<file path="src/rtl/y86_mem_arbiter.sv">
// Two-requester arbiter for one single-port synchronous memory: the CPU has
// priority, a starvation counter guarantees DMA progress, and one read may be in flight.
module y86_mem_arbiter #(
  parameter int AW           = 32,
  parameter int DW           = 32,
  parameter int MEM_LAT      = 2,
  parameter int STARVE_LIMIT = 4
) (
  input  logic          clk,
  input  logic          rst,
  input  logic          cpu_req,
  input  logic          cpu_we,
  input  logic [AW-1:0] cpu_addr,
  input  logic [DW-1:0] cpu_wdata,
  output logic          cpu_gnt,
  output logic          cpu_rvalid,
  output logic [DW-1:0] cpu_rdata,
  input  logic          dma_req,
  input  logic          dma_we,
  input  logic [AW-1:0] dma_addr,
  input  logic [DW-1:0] dma_wdata,
  output logic          dma_gnt,
  output logic          dma_rvalid,
  output logic [DW-1:0] dma_rdata,
  output logic [AW-1:0] mem_addr,
  output logic [DW-1:0] mem_wdata,
  output logic          mem_re,
  output logic          mem_we,
  input  logic [DW-1:0] mem_rdata,
  output logic          busy
);
  localparam logic [3:0] LAT4 = 4'(MEM_LAT);
  localparam logic [3:0] LIM4 = 4'(STARVE_LIMIT);

  typedef enum logic {IDLE, RD_WAIT} state_t;

  state_t     state;
  logic [3:0] cnt;
  logic       owner_dma;
  logic [3:0] starve_cnt;

  logic pick_dma, can_gnt, gnt_c, gnt_d, rd_done, rd_gnt;

  // Outputs are gated by rst so everything reads zero in any reset cycle,
  // even when the reset lands in the middle of a read.
  always_comb begin
    pick_dma = dma_req && (!cpu_req || starve_cnt == LIM4);
    can_gnt  = !rst && state == IDLE;
    gnt_d    = can_gnt && pick_dma;
    gnt_c    = can_gnt && cpu_req && !pick_dma;
    rd_gnt   = (gnt_c && !cpu_we) || (gnt_d && !dma_we);
    rd_done  = !rst && state == RD_WAIT && cnt == 4'd1;
  end

  always_comb begin
    cpu_gnt    = gnt_c;
    dma_gnt    = gnt_d;
    mem_addr   = gnt_d ? dma_addr  : (gnt_c ? cpu_addr  : '0);
    mem_wdata  = gnt_d ? dma_wdata : (gnt_c ? cpu_wdata : '0);
    mem_we     = (gnt_c && cpu_we)  || (gnt_d && dma_we);
    mem_re     = rd_gnt;
    cpu_rvalid = rd_done && !owner_dma;
    dma_rvalid = rd_done && owner_dma;
    cpu_rdata  = cpu_rvalid ? mem_rdata : '0;
    dma_rdata  = dma_rvalid ? mem_rdata : '0;
    busy       = !rst && state == RD_WAIT;
  end

  // cnt is loaded with MEM_LAT at the grant and reaches 1 on the data cycle.
  always_ff @(posedge clk) begin
    if (rst) begin
      state      <= IDLE;
      cnt        <= '0;
      owner_dma  <= 1'b0;
      starve_cnt <= '0;
    end else begin
      case (state)
        IDLE: if (rd_gnt) begin
          state     <= RD_WAIT;
          cnt       <= LAT4;
          owner_dma <= gnt_d;
        end
        RD_WAIT: begin
          cnt <= cnt - 4'd1;
          if (cnt == 4'd1) state <= IDLE;
        end
        default: state <= IDLE;
      endcase

      if (!dma_req || gnt_d)
        starve_cnt <= '0;
      else if (gnt_c && starve_cnt < LIM4)
        starve_cnt <= starve_cnt + 4'd1;
    end
  end
endmodule

</file>
<file path="config.mk">
export PLATFORM = sky130hd
export DESIGN_NAME = y86_mem_arbiter
export DESIGN_NICKNAME = d
export VERILOG_FILES = /design/src/rtl/y86_mem_arbiter.sv
export SDC_FILE = /design/constraint.sdc
export NUM_CORES = 1
export LEC_CHECK = 0
export ABC_AREA = 1
export BUFFER_PORTS_ARGS = -buffer_cell sky130_fd_sc_hd__buf_2
export CAP_MARGIN = 30
export CORE_AREA = 8 8 110 112
export CTS_CLUSTER_DIAMETER = 50
export DETAILED_ROUTE_END_ITERATION = 7
export DIE_AREA = 0 0 118 120
export PLACE_DENSITY = 0.6
export SLEW_MARGIN = 20
export SYNTH_ARGS = -nofsm -noshare
export SYNTH_HDL_FRONTEND = slang
export SYNTH_SLANG_ARGS = --single-unit
</file>
<file path="constraint.sdc">
create_clock -name clk -period 2.1 [get_ports clk]
set_input_delay 0.42 -clock clk [delete_from_list [all_inputs] [get_ports clk]]
set_output_delay 0.42 -clock clk [all_outputs]
set_load 0.05 [all_outputs]
</file>
## Yosys cells after proc, flatten, opt, wreduce, memory -nomap -nowiden

Cells that the tools add are included.

- Register bits after elaboration: 10
- Bits of input ports: 166
- Output and inout bits: 135
- Word-level logic and storage cells: 49

- Order comparisons: 1
- Add/sub/neg operators: 2
- Reduce and logical (&&, ||, !) cells: 27
- Equality and inequality tests: 3
- Muxes and demuxes: 11
- Bitwise gates (word level): 1

Operator list:

| operator | count |
|---|---|
| $mux 32 | 6 |
| $logic_and 1x1->1 | 14 |
| $pmux 4 s2 | 1 |
| $logic_not 1->1 | 7 |
| $add 4x1->4 const B | 1 |
| $eq 4x1->1 const B | 1 |
| $eq 4x3->1 const B | 1 |
| $logic_or 1x1->1 | 4 |
| $lt 4x3->1 const B | 1 |
| $mux 4 | 1 |
| $sub 4x1->4 const B | 1 |
| $mux 1 | 2 |
| $ne 2x2->1 const B | 1 |
| $pmux 1 s2 | 1 |
| $reduce_and 2->1 | 1 |
| $reduce_or 2->1 | 1 |
| $not 1->1 | 1 |

## Depth between registers and ports, before layout

- Depth after elaboration: 9
- Gate-level depth with buffers: 10
- Mapped depth without buffers: 10

## Worst setup path before layout

Ideal clock, no wire load.

- Path kind: register to output
- Start: register state
- End: output cpu_rdata[10]
- Cell stages (with the launch flop): 9
- Path slack: -0.888 ns
- Path buffers: 2
- Arrival time: 2.568 ns
- Required time: 1.680 ns
- Cell sequence: dfxtp_1 buf_6 inv_2 nor2_2 nand4_2 nor2_2 inv_2 buf_6 nor2_1

- Cells in the longest elaborated chain, start to end: 4

Ends and longest elaborated chain:

| item | RTL line | text |
|---|---|---|
| from (decl) | 37 | `state_t state;` |
| from (signal assigned) | 72 | `state <= IDLE;` |
| from (signal assigned) | 79 | `state <= RD_WAIT;` |
| from (signal assigned) | 85 | `if (cnt == 4'd1) state <= IDLE;` |
| $logic_and 1x1->1 | -- |  |
| via busy | 30 | `output logic busy` |
| $logic_and 1x1->1 | 52 | `rd_done = !rst && state == RD_WAIT && cnt == 4'd1;` |
| $logic_and 1x1->1 | 62 | `cpu_rvalid = rd_done && !owner_dma;` |
| via cpu_rvalid | 16 | `output logic cpu_rvalid,` |
| $mux 32 | 64 | `cpu_rdata = cpu_rvalid ? mem_rdata : '0;` |
| to (decl) | 17 | `output logic [DW-1:0] cpu_rdata,` |

The timed path passes the listed nets, and every way through them passes these cells.

## Worst setup path after layout

- Start: register starve_cnt[1]
- End: output mem_wdata[7]

- Cells in the longest elaborated chain, start to end: 7
- Elaborated cells on any way between the ends: 8
- Those cells by class: eq/ne: 1; mux: 2; reduce/logical: 5

Ends and longest elaborated chain:

| item | RTL line | text |
|---|---|---|
| from (decl) | 40 | `logic [3:0] starve_cnt;` |
| from (signal assigned) | 93 | `starve_cnt <= starve_cnt + 4'd1;` |
| $eq 4x3->1 (*) | 47 | `pick_dma = dma_req && (!cpu_req \|\| starve_cnt == LIM4);` |
| $logic_or 1x1->1 (*) | 47 |  |
| $logic_and 1x1->1 (*) | 47 |  |
| $logic_not 1->1 | 50 | `gnt_c = can_gnt && cpu_req && !pick_dma;` |
| $logic_and 1x1->1 | 50 |  |
| $mux 32 | 59 | `mem_wdata = gnt_d ? dma_wdata : (gnt_c ? cpu_wdata : '0);` |
| $mux 32 (*) | 59 |  |
| to (decl) | 26 | `output logic [DW-1:0] mem_wdata,` |

Every way passes the cells marked *; elsewhere a longest branch is shown, timed or not.

==> summary.txt <==
Status: finished, violations left
Failing checks: negative setup slack
Antenna Nets Post-Route: 0
# H-tree levels: 1
Crit-path cells: inv_2 -> ha_4 -> nand3_2 -> nand2_2 -> nand2_2 -> nand2_4 -> inv_8 -> buf_12 -> buf_16 -> a22o_4 -> buf_12
Peak Freq: 459 MHz
Sw power: 703 uW
Pre-Repair DR Iteration Count: 4
Dpl hpwl: 10400 um
Worst Hold Class: reg -> reg
CTS Buf Count: 3
CP max FO: 15
Crit path required time: 1.68 ns
Nets: 759
DRC viols: 0
Clock share of power: 16.1%
WP data arrival: 1.76 ns
Number of cell rows: 38
Grt total ovfl: 0
Fill cells: 936
P_leak: 0.00268 uW
Hold Buf Count CTS: 0
CP endpoint kind: primary output
Tmin final: 2.18 ns
Clk Latency, worst-skew pair: 0.24 ns
Synth warn: 0
Max stage delay on crit path: 0.32 ns
First-pass GRT wire length: 21000 um
I/O pin count: 301
Die area: 14200 um2
Internal Power: 814 uW
Initial antenna violation count: 1
Placer Congestion: 0.915
Crit start category: register
Finished Layout Cells: 728
Post-Synth Adder-Cell Area: 2.97%
Total number of vias: 3303
Antenna cells: 0
Port Buf Inserts: 300
Final count of hold timing violations: 0
Synthesis-stage register bit count: 10
Layout cell share with drive strength beyond 1: 77.4%
Main combinational cell family by area after synthesis: compound AO/OA/AOI/OAI gates
Total GRT Usage: 18.4%
Top Metal Used: met4
Number of global-route vias before repair: 3425
Final worst slack: -0.0777 ns
Core Region: 10500 um2
Total power: 1520 uW
Commonest non-fill, non-tap cells in the layout: buf_2, buf_6, nor2_4
Syn Inst Count: 260
CP max stage cell: dfxtp_2
Final setup violation count: 65
Skew final: 0.00165 ns
WL/cell: 19.7 um
Register area share after synthesis: 11.9%
PwrDens: 287 nW/um2
Final WL: 14300 um
Slew headroom: 80.0%
CTS root buffer: clkbuf_8
Critical path class: reg -> out
Logic pwr share: 70.1%
Syn_area_per_cell: 6.47 um2
Max VDD drop: 0.000379 V
Routed met3 length: 971 um
Final worst path period share: 104%
Max Slew Vio Count: 0
Count of different cell masters after synthesis: 20
Commonest non-fill, non-tap cell in the layout: buf_2
CTS Buffer Depth: 2
Die Wd: 118 um
Mux contribution to synthesized area: 0%
Post-Syn Area: 1680 um2
Max_cap viols: 0
Area Overhead vs Synth: 214%
Seq pwr share: 13.8%
Die height: 120 um
TritonCTS clock tree: yes
Metal1 wirelength: 5100 um
Avg Vias per Cell: 4.54
Number of DRC markers in iteration 0: 210
Largest net degree at the start of global routing: 16
Worst slew pin tran: 0.298 ns
Met2 wire len: 7990 um
Syn Nets: 430
Switch share: 46.3%
Starting Density: 16.0%
Synth Area in Compound Gates: 37.4%
Synth Area in XOR/XNOR: 0%
Post-Route Setup TNS: -2.94 ns
Clk pin slew, worst setup/hold paths: 0.05 ns
RSZ-0062 raised after global routing: true
Sinks on Clock Net: 10
Placed insts: 693
Simple-gate share of the synthesized area: 25.1%
==> logic make-up (layout without fill, tap and decap cells) <==
logic type | Yosys count | count (layout)
flops | 10 | 10
simple gates | 98 | 98
compound gates | 77 | 77
buf+inv | 71 | 399
fa+ha+maj | 4 | 4
==> cell type report <==
type | instances | area [um2] | area share [%]
repair buffers | 345 | 2900 | 55.0
multi-input cells | 179 | 1720 | 32.7
inverters | 50 | 215 | 4.08
flip-flops and latches | 10 | 208 | 3.93
well taps | 140 | 175 | 3.32
clock buffers | 4 | 55.1 | 1.04
==> worst paths after layout <==
kind	from	to	slack [ns]	depth (start not counted)
worst min-delay path	cnt[0]	cnt[0]	0.48	1
worst max-delay path	starve_cnt[1]	mem_wdata[7]	-0.08	11
worst max register to register	starve_cnt[0]	starve_cnt[0]	-0.04	16
worst min register to register	cnt[0]	cnt[0]	0.48	1
==> Yosys cell counts <==
master / count / share of area [%]
a22o_1: 64 / 33
o21ai_0: 2 / 0.59
nor3b_2: 1 / 0.74
a21oi_1: 9 / 2.7
o22ai_1: 1 / 0.37
nand2_2: 1 / 0.37
nor2_1: 66 / 15
ha_1: 4 / 3.0
buf_2: 7 / 2.1
dfxtp_1: 10 / 12
nand2_1: 12 / 2.7
inv_1: 45 / 10
nand3_2: 1 / 0.59
nand4_2: 1 / 0.74
nand4_1: 3 / 1.1
buf_6: 14 / 9.4
o21a_1: 1 / 0.45
nand3_1: 9 / 2.7
inv_2: 5 / 1.1
nor2_2: 4 / 1.5
==> state kept, by name, summed over array words and instances (netlist names) <==
register / flops
cnt: 4
owner_dma: 1
starve_cnt: 4
state: 1
==> metrics by stage <==
stage / worst slack, ns / hold WS (ns) / instance area [um2] / util, %
finish: -0.0777 / 0.477 / 5280 / 50.3
global placement: 0.0195 / 0.447 / 3950 / 37.6
CTS: -0.0933 / 0.470 / 5160 / 49.1
detailed placement: -0.0126 / 0.448 / 3950 / 37.6
floorplan: -0.165 / 0.430 / 2220 / -
global route: -0.165 / 0.492 / 5280 / 50.3
==> power groups by stage <==
stage          combinational [uW]  sequential [uW]  clock, uW
6_report                     1060              209        245
5_1_grt                      1110              210        257
4_1_cts                      1030              209        248
3_5_place_dp                  811              212          0
3_3_place_gp                  804              212          0
2_1_floorplan                 533              208          0
==> critical path, delay by kind of cell, from the launching register on <==
family	cells	cell delay, ns
and+or+nand+nor	4	0.28
adders and majority gates	1	0.13
DFF	1	0.32
buffers and inverters	5	0.54
AOI/OAI and AO/OA	1	0.24
==> metal layers <==
layer | up-vias | track usage (%)
met4 | 0 | 3.92
met2 | 187 | 36.3
met3 | 22 | 3.43
met5 | - | 0
li1 | 1540 | -
met1 | 1554 | 19.9
==> repair_timing <==
action,CTS,global route
setup endpoints to repair,124,131
cloned,8,0
buffers inserted,21,3
pin swaps,8,3
gates resized for setup,246,27
hold endpoints to repair,0,0
Note: power is estimated with default switching activity, not from simulation.
